File: src/rtl/cipher_uart_tx.sv
// cipher_uart_tx: serializer for the OTP encryptor output.
// Buffers {pad index, ciphertext byte} pairs in a small FIFO. Each pair is sent
// on a UART line as two back-to-back 8N1 frames: a header byte 8'hA0 | index,
// then the ciphertext byte. Consecutive entries follow with no idle bits.
//
// Ports:
//   clk        rising-edge clock
//   rst_n      synchronous active-low reset (abandons any frame, flushes FIFO)
//   in_valid   upstream offers {in_index, in_data}
//   in_ready   FIFO has room and reset has been released
//   in_data    ciphertext byte
//   in_index   pad index used for in_data
//   tx         registered UART line, idle high
//   busy       frame in progress or FIFO non-empty
//   fifo_count entries currently buffered
module cipher_uart_tx #(
  parameter int CLKS_PER_BIT = 16,
  parameter int FIFO_DEPTH   = 4
) (
  input  logic                          clk,
  input  logic                          rst_n,
  input  logic                          in_valid,
  output logic                          in_ready,
  input  logic [7:0]                    in_data,
  input  logic [2:0]                    in_index,
  output logic                          tx,
  output logic                          busy,
  output logic [$clog2(FIFO_DEPTH):0]   fifo_count
);
  localparam int              PW       = $clog2(FIFO_DEPTH);
  localparam int              CW       = PW + 1;
  localparam logic [15:0]     BAUD_MAX = 16'(CLKS_PER_BIT - 1);
  localparam logic [CW-1:0]   DEPTH_C  = CW'(FIFO_DEPTH);

  typedef enum logic [1:0] {S_IDLE, S_START, S_DATA, S_STOP} state_e;

  state_e        state_q, state_d;
  logic [10:0]   mem_q [FIFO_DEPTH];
  logic [PW-1:0] wr_ptr_q, wr_ptr_d, rd_ptr_q, rd_ptr_d;
  logic [CW-1:0] count_q, count_d;
  logic [15:0]   baud_q, baud_d;
  logic [2:0]    bit_q, bit_d;
  logic          pay_q, pay_d;        // 0: header frame, 1: payload frame
  logic [7:0]    cur_q, cur_d;        // byte currently on the wire
  logic [7:0]    held_q, held_d;      // payload waiting behind its header
  logic          tx_q, tx_d;
  logic          up_q, up_d;          // low on the cycle after any reset edge
  logic          push, pop, bit_end;
  logic [10:0]   head;

  assign head       = mem_q[rd_ptr_q];
  assign bit_end    = (baud_q == BAUD_MAX);
  assign in_ready   = up_q && (count_q < DEPTH_C);
  assign push       = in_valid && in_ready;
  assign tx         = tx_q;
  assign busy       = (state_q != S_IDLE) || (count_q != '0);
  assign fifo_count = count_q;

  // State register (plus datapath flops)
  always_ff @(posedge clk) begin
    if (!rst_n) begin
      state_q  <= S_IDLE;
      wr_ptr_q <= '0;
      rd_ptr_q <= '0;
      count_q  <= '0;
      baud_q   <= '0;
      bit_q    <= '0;
      pay_q    <= 1'b0;
      cur_q    <= '0;
      held_q   <= '0;
      tx_q     <= 1'b1;
      up_q     <= 1'b0;
    end else begin
      state_q  <= state_d;
      wr_ptr_q <= wr_ptr_d;
      rd_ptr_q <= rd_ptr_d;
      count_q  <= count_d;
      baud_q   <= baud_d;
      bit_q    <= bit_d;
      pay_q    <= pay_d;
      cur_q    <= cur_d;
      held_q   <= held_d;
      tx_q     <= tx_d;
      up_q     <= up_d;
    end
  end

  // FIFO storage needs no reset: pointers and count define validity.
  always_ff @(posedge clk) begin
    if (rst_n && push) mem_q[wr_ptr_q] <= {in_index, in_data};
  end

  // Next-state logic
  always_comb begin
    state_d = state_q;
    case (state_q)
      S_IDLE:  if (count_q != '0) state_d = S_START;
      S_START: if (bit_end) state_d = S_DATA;
      S_DATA:  if (bit_end && bit_q == 3'd7) state_d = S_STOP;
      S_STOP: begin
        if (bit_end) state_d = (pay_q && count_q == '0) ? S_IDLE : S_START;
      end
      default: state_d = S_IDLE;
    endcase
  end

  // Output / datapath logic. tx_d is the line level for the cycle after the
  // edge, so every bit boundary is decided here one cycle ahead.
  always_comb begin
    pop    = 1'b0;
    up_d   = 1'b1;
    baud_d = (state_q == S_IDLE || bit_end) ? '0 : baud_q + 16'd1;
    bit_d  = bit_q;
    pay_d  = pay_q;
    cur_d  = cur_q;
    held_d = held_q;
    tx_d   = tx_q;
    case (state_q)
      S_IDLE: begin
        tx_d = 1'b1;
        if (count_q != '0) begin
          pop    = 1'b1;
          cur_d  = {5'b10100, head[10:8]};
          held_d = head[7:0];
          pay_d  = 1'b0;
          tx_d   = 1'b0;
        end
      end
      S_START: begin
        if (bit_end) begin
          bit_d = 3'd0;
          tx_d  = cur_q[0];
        end
      end
      S_DATA: begin
        if (bit_end) begin
          if (bit_q == 3'd7) begin
            tx_d = 1'b1;
          end else begin
            bit_d = bit_q + 3'd1;
            tx_d  = cur_q[bit_q + 3'd1];
          end
        end
      end
      S_STOP: begin
        if (bit_end) begin
          if (!pay_q) begin
            pay_d = 1'b1;
            cur_d = held_q;
            tx_d  = 1'b0;
          end else if (count_q != '0) begin
            // next entry's header starts straight after this stop bit
            pop    = 1'b1;
            cur_d  = {5'b10100, head[10:8]};
            held_d = head[7:0];
            pay_d  = 1'b0;
            tx_d   = 1'b0;
          end else begin
            tx_d = 1'b1;
          end
        end
      end
      default: tx_d = 1'b1;
    endcase

    wr_ptr_d = push ? wr_ptr_q + PW'(1) : wr_ptr_q;
    rd_ptr_d = pop  ? rd_ptr_q + PW'(1) : rd_ptr_q;
    count_d  = count_q;
    if (push && !pop)      count_d = count_q + CW'(1);
    else if (pop && !push) count_d = count_q - CW'(1);
  end
endmodule

File: config.mk
export PLATFORM = sky130hd
export DESIGN_NAME = cipher_uart_tx
export DESIGN_NICKNAME = d
export VERILOG_FILES = /design/src/rtl/cipher_uart_tx.sv
export SDC_FILE = /design/constraint.sdc
export NUM_CORES = 1
export LEC_CHECK = 0
export BUFFER_PORTS_ARGS = -buffer_cell sky130_fd_sc_hd__buf_4
export CAP_MARGIN = 5
export CORE_MARGIN = 1
export CORE_UTILIZATION = 60
export CTS_CLUSTER_SIZE = 24
export DETAILED_ROUTE_END_ITERATION = 16
export GPL_ROUTABILITY_DRIVEN = 0
export PLACE_DENSITY = 0.78
export SYNTH_ARGS = -nofsm -noshare
export SYNTH_HDL_FRONTEND = slang
export SYNTH_SLANG_ARGS = --single-unit
File: constraint.sdc
create_clock -name clk -period 3.35 [get_ports clk]
set_clock_uncertainty 0.1 [all_clocks]
set_input_delay 0.1675 -clock clk [delete_from_list [all_inputs] [get_ports clk]]
set_output_delay 0.1675 -clock clk [all_outputs]
set_load 0.1 [all_outputs]
; ---- Yosys cells after proc, flatten, opt, wreduce, memory -nomap -nowiden
; Memory sizes are Yosys's and may differ from the RTL's. A register that Yosys moved wholly into a read port is not among the register bits.
; Cells that the tools add are included.
[totals]
n_memories = 1
out_inout_bits = 6
ff_bits = 47
word_cells = 100
romBits = 0
latch_bits = 0
inputBits = 14
mem_bits_rw = 44
[memory_table]
columns = name, depth, word_bits, rd, rd_clocked_by_memory_dff, wr, line
row1 = mem_q, 4, 11, 1, 1, 1, 38  ; logic [10:0] mem_q [FIFO_DEPTH];
[classes]
order_cmp = 2
n_reduce_logical = 25
add_sub_neg = 6
div_mod_pow = 0
n_mul = 0
muxes = 42
eq_ne = 12
shift = 0
bitwise_logic = 1
[op_table]
columns = cell, count
row1 = $mux 8, 6
row2 = $pmux 8 s2, 2
row3 = $mux 1, 17
row4 = $add 16x1->16 const B, 1
row5 = $eq 16x4->1 const B, 1
row6 = $mux 3, 5
row7 = $ne 2x2->1 const B, 7
row8 = $mux 2, 6
row9 = $reduce_and 3->1, 3
row10 = $pmux 2 s4, 1
row11 = $reduce_and 4->1, 2
row12 = $reduce_bool 2->1, 4
row13 = $logic_and 1x1->1, 7
row14 = $add 3x1->3 const B, 2
row15 = $pmux 3 s2, 1
row16 = $add 2x1->2 const B, 2
row17 = $eq 2x2->1 const B, 2
row18 = $lt 3x4->1 const B, 1
row19 = $pmux 1 s2, 2
row20 = $pmux 1 s4, 1
row21 = $bmux 1 s3, 1
row22 = $eq 3x3->1 const B, 1
row23 = $logic_not 3->1, 1
row24 = $lt 3x3->1 const B, 1
row25 = other kinds (9), 11

; ---- Longest topological paths before layout
; Gate-level depths: netlist of run 1.
[logic_depth]
word_depth = 8
mapped_depth = 13
ltp_nobuf = 11

; ---- Worst setup path after synthesis of run 1
; OpenSTA, ideal clock, no wires.
[synth_path]
path_kind = reg2reg
start = register count_q[2], in the netlist fifo_count[2]
end = register count_q[2], in the netlist fifo_count[2]
period_less_slack_ps = 4016
arrival_ps = 3846
n_path_buf = 1
t_required_ps = 3180
path_slack_ps = -666
stages_incl_launch_ff = 10
setup_time_ps = 70
path_cell_list = dfxtp_1 > nor2b_1 > and2_1 > clkbuf_1 > ha_1 > inv_1 > fa_1 > xor2_1 > or3_1 > a21oi_1
[synth_via]
word_cells_on_any_way = 17
classes_between = add/sub (2) / order compare (1) / mux (6) / reduce/logical (8)
[synth_rtl]
columns = element, line
row1 = from (decl), 40  ; logic [CW-1:0] count_q, count_d;
row2 = from (signal assigned), 77  ; count_q <= count_d;
row3 = $lt 3x3->1 *, 53  ; assign in_ready = up_q && (count_q < DEPTH_C);
row4 = $logic_and 1x1->1 *, 53
row5 = net in_ready, 23  ; output logic in_ready,
row6 = $logic_and 1x1->1 *, 54  ; assign push = in_valid && in_ready;
row7 = net push, 48  ; logic push, pop, bit_end;
row8 = $logic_not 1->1, 170  ; else if (pop && !push) count_d = count_q - CW'(1);
row9 = $logic_and 1x1->1, 170
row10 = $reduce_bool 2->1 (no line), n/a
; Mark *: on every way through the listed nets, which the timed path passes. The rest lies on a longest branch. The select of a mux whose other input is x is not followed.
; A chain may end at the register's enable or synchronous reset.

; ---- Final worst setup path of run 1
[layout_path]
start = register baud_q[0]
end = register count_q[2], in the netlist fifo_count[2]
[layout_via]
elab_chain_len = 6
word_cells_on_any_way = 8
classes_between = eq/ne (1) / mux (3) / reduce/logical (4)
[layout_rtl]
columns = element, line
row1 = from (decl), 41  ; logic [15:0] baud_q, baud_d;
row2 = from (signal assigned), 78  ; baud_q <= baud_d;
row3 = $eq 16x4->1 *, 52  ; assign bit_end = (baud_q == BAUD_MAX);
row4 = $mux 1 *, 146  ; if (bit_end) begin
row5 = $pmux 1 s2 *, 118  ; case (state_q)
row6 = $logic_not 1->1, 169  ; if (push && !pop) count_d = count_q + CW'(1);
row7 = $logic_and 1x1->1, 169
row8 = $mux 3 or $reduce_bool 2->1 (tied branches), n/a
; Mark *: on every way between the ends. The rest lies on a longest branch, timed or not.

==> flow_results.xml, run 1 <==
<?xml version="1.0" encoding="UTF-8"?>
<metrics>
  <group name="synth">
    <metric name="postSynthAreaPerCell" unit="µm²">12.7</metric>
    <metric name="yosys_most_used_dff" unit="">sky130_fd_sc_hd__dfxtp_1</metric>
    <metric name="synth.area.top_cells" unit="">sky130_fd_sc_hd__edfxtp_1 33%, sky130_fd_sc_hd__dfxtp_1 25%, sky130_fd_sc_hd__mux4_2 7.4%, sky130_fd_sc_hd__ha_1 4.1%, sky130_fd_sc_hd__mux2i_1 3.3%</metric>
    <metric name="yosysSeqAreaShare" unit="%">58.1</metric>
    <metric name="synth_common_cells" unit="">49 x sky130_fd_sc_hd__dfxtp_1, 44 x sky130_fd_sc_hd__edfxtp_1, 24 x sky130_fd_sc_hd__nand2_1, 24 x sky130_fd_sc_hd__nor2_1</metric>
    <metric name="synthesis.yosys.warnings" unit="">0</metric>
    <metric name="syn_inst" unit="">312</metric>
    <metric name="synth_area" unit="µm²">3960</metric>
    <metric name="distinct_cell_type_count_after_synthesis" unit="">42</metric>
    <metric name="edff_count_synth" unit="">44</metric>
    <metric name="synth_most_common_cell" unit="">sky130_fd_sc_hd__dfxtp_1</metric>
    <metric name="synth-seq-cells" unit="">93</metric>
    <metric name="async_reset_ff_share" unit="%">0</metric>
    <metric name="netlist.area_leader.share" unit="%">33.3</metric>
    <metric name="synth_nets" unit="">340</metric>
    <metric name="netlist.top_cell.by_area" unit="">sky130_fd_sc_hd__edfxtp_1</metric>
  </group>
  <group name="clock_network">
    <metric name="postCtsResizedCells" unit="">0</metric>
    <metric name="h_tree_depth" unit="">3</metric>
    <metric name="sinks_on_the_clock_net" unit="">93</metric>
    <metric name="maximum_buffer_depth_of_the_clock_tree" unit="">2</metric>
    <metric name="post_cts_hold_buffer_count" unit="">11</metric>
    <metric name="worst_skew_pair.late_latency" unit="ns">0.37</metric>
    <metric name="clock_buffer_count_from_cts" unit="">9</metric>
    <metric name="postCtsSetupBuffers" unit="">0</metric>
    <metric name="clock_transition_at_the_register_clock_pins_on_the_worst_setup_and_hold_paths_after_cts" unit="ns">0.10</metric>
    <metric name="clk_root_buffer_cell" unit="">sky130_fd_sc_hd__clkbuf_8</metric>
    <metric name="cts_tree" unit="">yes</metric>
  </group>
  <group name="drt">
    <metric name="drc" unit="">0</metric>
    <metric name="vias" unit="">2464</metric>
    <metric name="dr_vias_cell" unit="">5.84</metric>
    <metric name="drt_iter0_markers" unit="">128</metric>
    <metric name="total_routed_length" unit="mm">6.98</metric>
    <metric name="drt_pass1_iterations" unit="">4</metric>
    <metric name="final_antenna_net_count" unit="">0</metric>
    <metric name="avgRoutedWirePerCell" unit="µm">16.5</metric>
  </group>
  <group name="die">
    <metric name="design.portCount" unit="">20</metric>
    <metric name="die_h" unit="µm">83.3</metric>
    <metric name="dieArea" unit="µm²">6940</metric>
    <metric name="die_width" unit="µm">83.3</metric>
    <metric name="design.core.area" unit="µm²">6350</metric>
    <metric name="rows" unit="">29</metric>
    <metric name="initial_core_utilization" unit="%">62.4</metric>
  </group>
  <group name="timing">
    <metric name="setup_viol" unit="">0</metric>
    <metric name="worst-slew-pin-transition" unit="ns">0.763</metric>
    <metric name="finalSetupTns" unit="ns">0</metric>
    <metric name="fmax" unit="MHz">357</metric>
    <metric name="fin_crit" unit="ns">2.80</metric>
    <metric name="pins_over_their_slew_limit" unit="">0</metric>
    <metric name="worst_hold_slack" unit="ns">0.0257</metric>
    <metric name="slew_headroom" unit="%">49.0</metric>
    <metric name="unrepaired_setup_endpoints_after_global_routing" unit="">false</metric>
    <metric name="final_hold_viol_count" unit="">0</metric>
    <metric name="final.period_utilization" unit="%">83.7</metric>
  </group>
  <group name="worst_setup_path">
    <metric name="worst_setup_path_start_kind" unit="">register</metric>
    <metric name="timing.critical_path.arrival" unit="ns">3.01</metric>
    <metric name="reg2reg_slack" unit="ns">0.55</metric>
    <metric name="worstRegToRegCells" unit="">11</metric>
    <metric name="beginning_of_the_critical_path" unit="">baud_q[0]</metric>
    <metric name="critical_path.reg2reg.endpoint" unit="">fifo_count[2]</metric>
    <metric name="max_stage_delay" unit="ns">0.39</metric>
    <metric name="worstPathCellList" unit="">ha_1 &gt; and3_1 &gt; and4_1 &gt; a21oi_2 &gt; or3_1 &gt; ha_1 &gt; inv_1 &gt; fa_1 &gt; xor2_1 &gt; or3_1 &gt; a21oi_1</metric>
    <metric name="setup.worst_path.end" unit="">fifo_count[2]</metric>
    <metric name="critical_path.slowest_cell" unit="">sky130_fd_sc_hd__or3_1</metric>
    <metric name="cp_max_fo" unit="">6</metric>
    <metric name="critical_path.reg2reg.startpoint" unit="">baud_q[0]</metric>
    <metric name="critPathRequiredTime" unit="ns">3.56</metric>
    <metric name="crit_path_end_kind" unit="">register</metric>
    <metric name="crit_type" unit="">register to register</metric>
  </group>
  <group name="global_routing">
    <metric name="gr-usage-all-layers" unit="%">21.8</metric>
    <metric name="grt_pass1_vias" unit="">2404</metric>
    <metric name="grt_pass1_wl" unit="mm">11.7</metric>
    <metric name="grt_antenna_before_repair" unit="">0</metric>
    <metric name="gr-total-overflow" unit="">0</metric>
    <metric name="grt_start_max_net_pins" unit="">42</metric>
  </group>
  <group name="layout">
    <metric name="finalNetCount" unit="">368</metric>
    <metric name="layout-area-overhead-vs-synth" unit="%">12.4</metric>
    <metric name="final_util" unit="%">70.2</metric>
    <metric name="final_design_area_no_fill" unit="µm²">4460</metric>
    <metric name="drive_above_1_share" unit="%">17.7</metric>
    <metric name="antenna_cells" unit="">0</metric>
  </group>
  <group name="placed_design">
    <metric name="post-dp-hpwl" unit="mm">4.61</metric>
    <metric name="port_buffers" unit="">19</metric>
    <metric name="postPlaceCellArea" unit="µm²">4160</metric>
  </group>
  <group name="min_path">
    <metric name="hold_class" unit="">input port to register</metric>
  </group>
  <group name="job">
    <metric name="number_of_violations_of_the_max_capacitance_limit" unit="">0</metric>
  </group>
  <group name="pwr">
    <metric name="design_power_total" unit="mW">3.47</metric>
    <metric name="power_density" unit="nW/µm²">778</metric>
    <metric name="power.static_leakage" unit="nW">1.64</metric>
    <metric name="ir_drop" unit="mV">0.728</metric>
  </group>
  <group name="run_status">
    <metric name="status" unit="">complete, no violations</metric>
  </group>
</metrics>
layout by cell type, fill, tap and decap left out, types with 2 or more instances in the layout:
cell type | Yosys | layout
sky130_fd_sc_hd__a21boi_0 | 2 | 2
sky130_fd_sc_hd__a21o_1 | 2 | 2
sky130_fd_sc_hd__a21oi_1 | 7 | 7
sky130_fd_sc_hd__a22oi_1 | 3 | 3
sky130_fd_sc_hd__and2_1 | 5 | 5
sky130_fd_sc_hd__and3_1 | 8 | 8
sky130_fd_sc_hd__and4_1 | 4 | 4
sky130_fd_sc_hd__buf_4 | 1 | 20
sky130_fd_sc_hd__clkbuf_8 | 0 | 9
sky130_fd_sc_hd__clkinv_4 | 0 | 2
sky130_fd_sc_hd__dfxtp_1 | 49 | 49
sky130_fd_sc_hd__dlygate4sd3_1 | 0 | 11
sky130_fd_sc_hd__edfxtp_1 | 44 | 44
sky130_fd_sc_hd__ha_1 | 13 | 13
sky130_fd_sc_hd__inv_1 | 10 | 10
sky130_fd_sc_hd__inv_6 | 0 | 2
sky130_fd_sc_hd__inv_8 | 0 | 2
sky130_fd_sc_hd__mux2i_1 | 13 | 13
sky130_fd_sc_hd__mux4_2 | 13 | 13
sky130_fd_sc_hd__nand2_1 | 24 | 24
sky130_fd_sc_hd__nand2b_1 | 3 | 3
sky130_fd_sc_hd__nand3_1 | 10 | 10
sky130_fd_sc_hd__nand3b_1 | 2 | 2
sky130_fd_sc_hd__nand4_1 | 5 | 5
sky130_fd_sc_hd__nor2_1 | 24 | 24
sky130_fd_sc_hd__nor4_2 | 3 | 3
sky130_fd_sc_hd__o21a_1 | 3 | 3
sky130_fd_sc_hd__o21ai_0 | 11 | 11
sky130_fd_sc_hd__o221a_2 | 5 | 5
sky130_fd_sc_hd__o22a_1 | 2 | 2
sky130_fd_sc_hd__or3_1 | 3 | 3
sky130_fd_sc_hd__xnor2_1 | 5 | 5
sky130_fd_sc_hd__xor2_1 | 12 | 12
layout make-up:
| class | count | area (µm²) |
|---|---|---|
| repair buffers | 31 | 260 |
| fillers | 453 | 1890 |
| well taps | 77 | 96.3 |
| inverters | 10 | 37.5 |
| flip-flops and latches | 93 | 2300 |
| clock buffers | 9 | 124 |
| multi-input cells | 195 | 1570 |
| clock inverters | 7 | 65.1 |
stage by stage:
step	worst slack [ns]	std cells
6_report	0.547	422
2_1_floorplan	0.222	312
3_3_place_gp	0.667	395
5_1_grt	0.410	422
4_1_cts	0.551	422
3_5_place_dp	0.591	395
sequential cells by signal, indices dropped and copies added, names as in the netlist, named ones only:
register / flops
wr_ptr_q: 2
state_q: 2
pay_q: 1
fifo_count: 3
mem_q: 44
held_q: 8
up_q: 1
tx: 1
rd_ptr_q: 2
cur_q: 8
baud_q: 16
bit_q: 3
critical path, delay by kind of cell, from the launching register on:
family / cells / cell delay (ns)
buf+inv: 1 / 0.07
fa+ha+maj: 3 / 0.62
xor+xnor: 1 / 0.07
simple gates: 4 / 1.30
compound gates: 2 / 0.22
flops: 1 / 0.36
routing by layer:
layer	part of all wire (%)	GRT usage [%]	up-vias
met2	50	35.9	43
met1	45	28.8	1207
li1	-	-	1200
met5	0	0	-
met3	2.6	3.68	14
met4	2.1	9.09	0
kinds of logic (layout without fill, tap and decap cells):
kind of cell	after synthesis	count (layout)	synth area share, %
and+or+nand+nor	95	95	12.5
DFF	93	93	58.1
AOI/OAI and AO/OA	42	42	7.64
muxes	27	27	11.0
buffers and inverters	24	57	2.49
xor gates and xnor gates	17	17	3.76
adders and majority gates	14	14	4.61
power breakdown:
part / internal [mW] / switching, mW / leakage (nW) / total [mW]
Sequential: 1.33 / 0.149 / 0.797 / 1.48
Clock: 0.288 / 0.432 / 0.0943 / 0.720
Combinational: 0.518 / 0.747 / 0.752 / 1.26
Total: 2.14 / 1.33 / 1.64 / 3.47
how the worst min path moves through the flow:
stage                              end  cells after the start        start  slack, ns
after global placement     mem_q[2][3]                      1   in_data[3]       0.27
after global routing              up_q                      1        rst_n       0.04
after CTS                         up_q                      1        rst_n       0.03
final                             up_q                      1        rst_n       0.03
after detailed placement  mem_q[2][10]                      1  in_index[2]       0.27
after floorplan                   up_q                      0        rst_n        0.1
(Power assumes the default switching activity.)
==> run 2, diff against run 1 <==
==> constraint.sdc (replaced) <==
create_clock -name clk -period 2.7 [get_ports clk]
set_clock_uncertainty 0.1 [all_clocks]
set_input_delay 0.135 -clock clk [delete_from_list [all_inputs] [get_ports clk]]
set_output_delay 0.135 -clock clk [all_outputs]
set_load 0.1 [all_outputs]
==> run 2 against run 1 <==
Against the previous run: setup slack worse by 0.40 ns; cell area up 2.0%; global-route usage decreased by 0.73 points; wire length decreased by 2.6%; die area unchanged; power grew 27%; via count decreased by 1.4%; sequential share of layout area is 0.86 points lower; register-to-register slack worse by 0.40 ns; first-iteration DRC count rose by 25%; combinational power up 33%; maximum frequency up 9.7%; largest power group unchanged; highest routed layer unchanged.
==> flow_results.xml, run 2 (synthesized netlist as in run 1, its figures left out) <==
<?xml version="1.0" encoding="UTF-8"?>
<metrics>
  <group name="run_status">
    <metric name="status" unit="">complete, no violations</metric>
  </group>
  <group name="clock_network">
    <metric name="cts_tree" unit="">yes</metric>
    <metric name="clock_transition_at_the_register_clock_pins_on_the_worst_setup_and_hold_paths_after_cts" unit="ns">0.11</metric>
    <metric name="worst_skew_pair.late_latency" unit="ns">0.37</metric>
    <metric name="h_tree_depth" unit="">3</metric>
    <metric name="clock_buffer_count_from_cts" unit="">9</metric>
    <metric name="maximum_buffer_depth_of_the_clock_tree" unit="">2</metric>
    <metric name="sinks_on_the_clock_net" unit="">93</metric>
    <metric name="postCtsSetupBuffers" unit="">0</metric>
    <metric name="clk_root_buffer_cell" unit="">sky130_fd_sc_hd__clkbuf_8</metric>
  </group>
  <group name="layout">
    <metric name="antenna_cells" unit="">0</metric>
    <metric name="top_regs" unit="">mem_q x44, baud_q x16</metric>
    <metric name="finalNetCount" unit="">374</metric>
    <metric name="layout.cells.most_common" unit="">sky130_fd_sc_hd__dfxtp_1</metric>
    <metric name="most-common-layout-cells" unit="">46 x sky130_fd_sc_hd__dfxtp_1, 44 x sky130_fd_sc_hd__edfxtp_1, 25 x sky130_fd_sc_hd__buf_4</metric>
    <metric name="top_register_by_number_of_flip_flops" unit="">mem_q</metric>
    <metric name="layout-area-overhead-vs-synth" unit="%">14.6</metric>
    <metric name="largest_reg_flops" unit="">44</metric>
    <metric name="drive_above_1_share" unit="%">20.8</metric>
  </group>
  <group name="drt">
    <metric name="total_routed_length" unit="mm">6.79</metric>
    <metric name="final_antenna_net_count" unit="">0</metric>
    <metric name="drt_pass1_iterations" unit="">5</metric>
    <metric name="drt_iter0_markers" unit="">160</metric>
    <metric name="dr_vias_cell" unit="">5.68</metric>
    <metric name="drc" unit="">0</metric>
    <metric name="avgRoutedWirePerCell" unit="µm">15.9</metric>
    <metric name="vias" unit="">2430</metric>
  </group>
  <group name="worst_setup_path">
    <metric name="crit_type" unit="">register to register</metric>
    <metric name="setup.worst_path.end" unit="">fifo_count[2]</metric>
    <metric name="reg2reg_slack" unit="ns">0.15</metric>
    <metric name="beginning_of_the_critical_path" unit="">baud_q[0]</metric>
    <metric name="critPathRequiredTime" unit="ns">2.90</metric>
    <metric name="crit_path_end_kind" unit="">register</metric>
    <metric name="critical_path.reg2reg.endpoint" unit="">fifo_count[2]</metric>
    <metric name="critical_path.reg2reg.startpoint" unit="">baud_q[0]</metric>
    <metric name="cp_max_fo" unit="">3</metric>
    <metric name="worstRegToRegCells" unit="">11</metric>
    <metric name="worst_setup_path_start_kind" unit="">register</metric>
    <metric name="timing.critical_path.arrival" unit="ns">2.76</metric>
  </group>
  <group name="pwr">
    <metric name="power.static_leakage" unit="nW">1.68</metric>
    <metric name="design_power_total" unit="mW">4.41</metric>
    <metric name="ir_drop" unit="mV">0.947</metric>
    <metric name="psw" unit="mW">1.68</metric>
    <metric name="power.clock.fraction" unit="%">21.2</metric>
    <metric name="power.sequential.fraction" unit="%">41.1</metric>
    <metric name="combinationalPowerShare" unit="%">37.8</metric>
    <metric name="power_switching_share" unit="%">38.1</metric>
    <metric name="power_report.internal_total" unit="mW">2.73</metric>
    <metric name="power_density" unit="nW/µm²">970</metric>
  </group>
  <group name="timing">
    <metric name="final.period_utilization" unit="%">94.6</metric>
    <metric name="final_hold_viol_count" unit="">0</metric>
    <metric name="worst-slew-pin-transition" unit="ns">0.629</metric>
    <metric name="slew_headroom" unit="%">57.9</metric>
    <metric name="pins_over_their_slew_limit" unit="">0</metric>
    <metric name="fmax" unit="MHz">391</metric>
    <metric name="worst_hold_slack" unit="ns">0.242</metric>
    <metric name="setup_viol" unit="">0</metric>
    <metric name="fin_crit" unit="ns">2.55</metric>
    <metric name="finalSetupTns" unit="ns">0</metric>
    <metric name="unrepaired_setup_endpoints_after_global_routing" unit="">false</metric>
  </group>
  <group name="global_routing">
    <metric name="grt_pass1_vias" unit="">2395</metric>
    <metric name="grt_antenna_before_repair" unit="">0</metric>
    <metric name="gr-usage-all-layers" unit="%">21.1</metric>
    <metric name="gr-total-overflow" unit="">0</metric>
    <metric name="grt_start_max_net_pins" unit="">42</metric>
    <metric name="grt_pass1_wl" unit="mm">11.3</metric>
  </group>
  <group name="die">
    <metric name="dieArea" unit="µm²">6940</metric>
    <metric name="design.core.area" unit="µm²">6350</metric>
    <metric name="rows" unit="">29</metric>
    <metric name="die_width" unit="µm">83.3</metric>
    <metric name="design.portCount" unit="">20</metric>
    <metric name="die_h" unit="µm">83.3</metric>
    <metric name="initial_core_utilization" unit="%">62.4</metric>
  </group>
  <group name="job">
    <metric name="number_of_violations_of_the_max_capacitance_limit" unit="">0</metric>
  </group>
  <group name="placed_design">
    <metric name="post-dp-hpwl" unit="mm">4.45</metric>
    <metric name="port_buffers" unit="">19</metric>
  </group>
  <group name="min_path">
    <metric name="hold_class" unit="">input port to register</metric>
  </group>
</metrics>
==> run 2: worst max-delay path, stage by stage, from the launching register on <==
cell	delay [ns]
sky130_fd_sc_hd__dfxtp_1	0.34
sky130_fd_sc_hd__ha_2	0.20
sky130_fd_sc_hd__and3_1	0.19
sky130_fd_sc_hd__and4_1	0.18
sky130_fd_sc_hd__a21oi_2	0.16
sky130_fd_sc_hd__or3_4	0.14
sky130_fd_sc_hd__ha_2	0.17
sky130_fd_sc_hd__inv_1	0.05
sky130_fd_sc_hd__fa_1	0.37
sky130_fd_sc_hd__xor2_1	0.15
sky130_fd_sc_hd__or3_1	0.30
sky130_fd_sc_hd__a21oi_1	0.14
==> run 2: power by group through the flow <==
| stage | combinational, mW | clock [mW] | sequential, mW |
|---|---|---|---|
| after floorplan | 1.14 | 0 | 1.98 |
| after global placement | 1.61 | 0 | 1.83 |
| after detailed placement | 1.63 | 0 | 1.84 |
| after CTS | 1.65 | 0.949 | 1.81 |
| after global routing | 1.80 | 1.01 | 1.83 |
| final | 1.67 | 0.933 | 1.81 |
==> run 2: cell type report <==
class,count,area [µm²]
clock buffers,9,124
clock inverters,7,83.8
well taps,77,96.3
inverters,10,37.5
flip-flops and latches,93,2310
repair buffers,37,308
multi-input cells,195,1590
fillers,417,1810
==> run 2: how the worst min path moves through the flow <==
stage	end	startpoint	cells past startpoint	slack, ns
2_1_floorplan	up_q	rst_n	0	0.06
3_3_place_gp	mem_q[2][4]	in_data[4]	1	0.23
3_5_place_dp	mem_q[0][5]	in_data[5]	1	0.24
4_1_cts	wr_ptr_q[1]	in_valid	4	0.22
5_1_grt	wr_ptr_q[1]	in_valid	4	0.28
6_report	wr_ptr_q[1]	in_valid	4	0.24
==> run 2: what timing repair did <==
| item | in CTS | in global routing |
|---|---|---|
| endpoints found under the setup margin | 0 | 1 |
| resized for setup | 0 | 3 |
| hold buffers | 12 | 0 |
| hold endpoints to repair | 45 | 0 |
==> run 2: stage by stage <==
stage	instance area (µm²)	std cells	utilization [%]	setup WS (ns)
2_1_floorplan	3980	312	-	0.0112
4_1_cts	4530	428	71.4	0.0991
5_1_grt	4540	428	71.5	0.0217
6_report	4540	428	71.5	0.145
3_3_place_gp	4210	400	66.2	0.169
3_5_place_dp	4210	400	66.2	0.121
==> run 2: routing by layer <==
layer  track usage (%)  routed length [µm]
met1              25.9                3080
met2              35.8                3420
met3              4.37                 206
met4              9.40                  83
met5                 0                   0
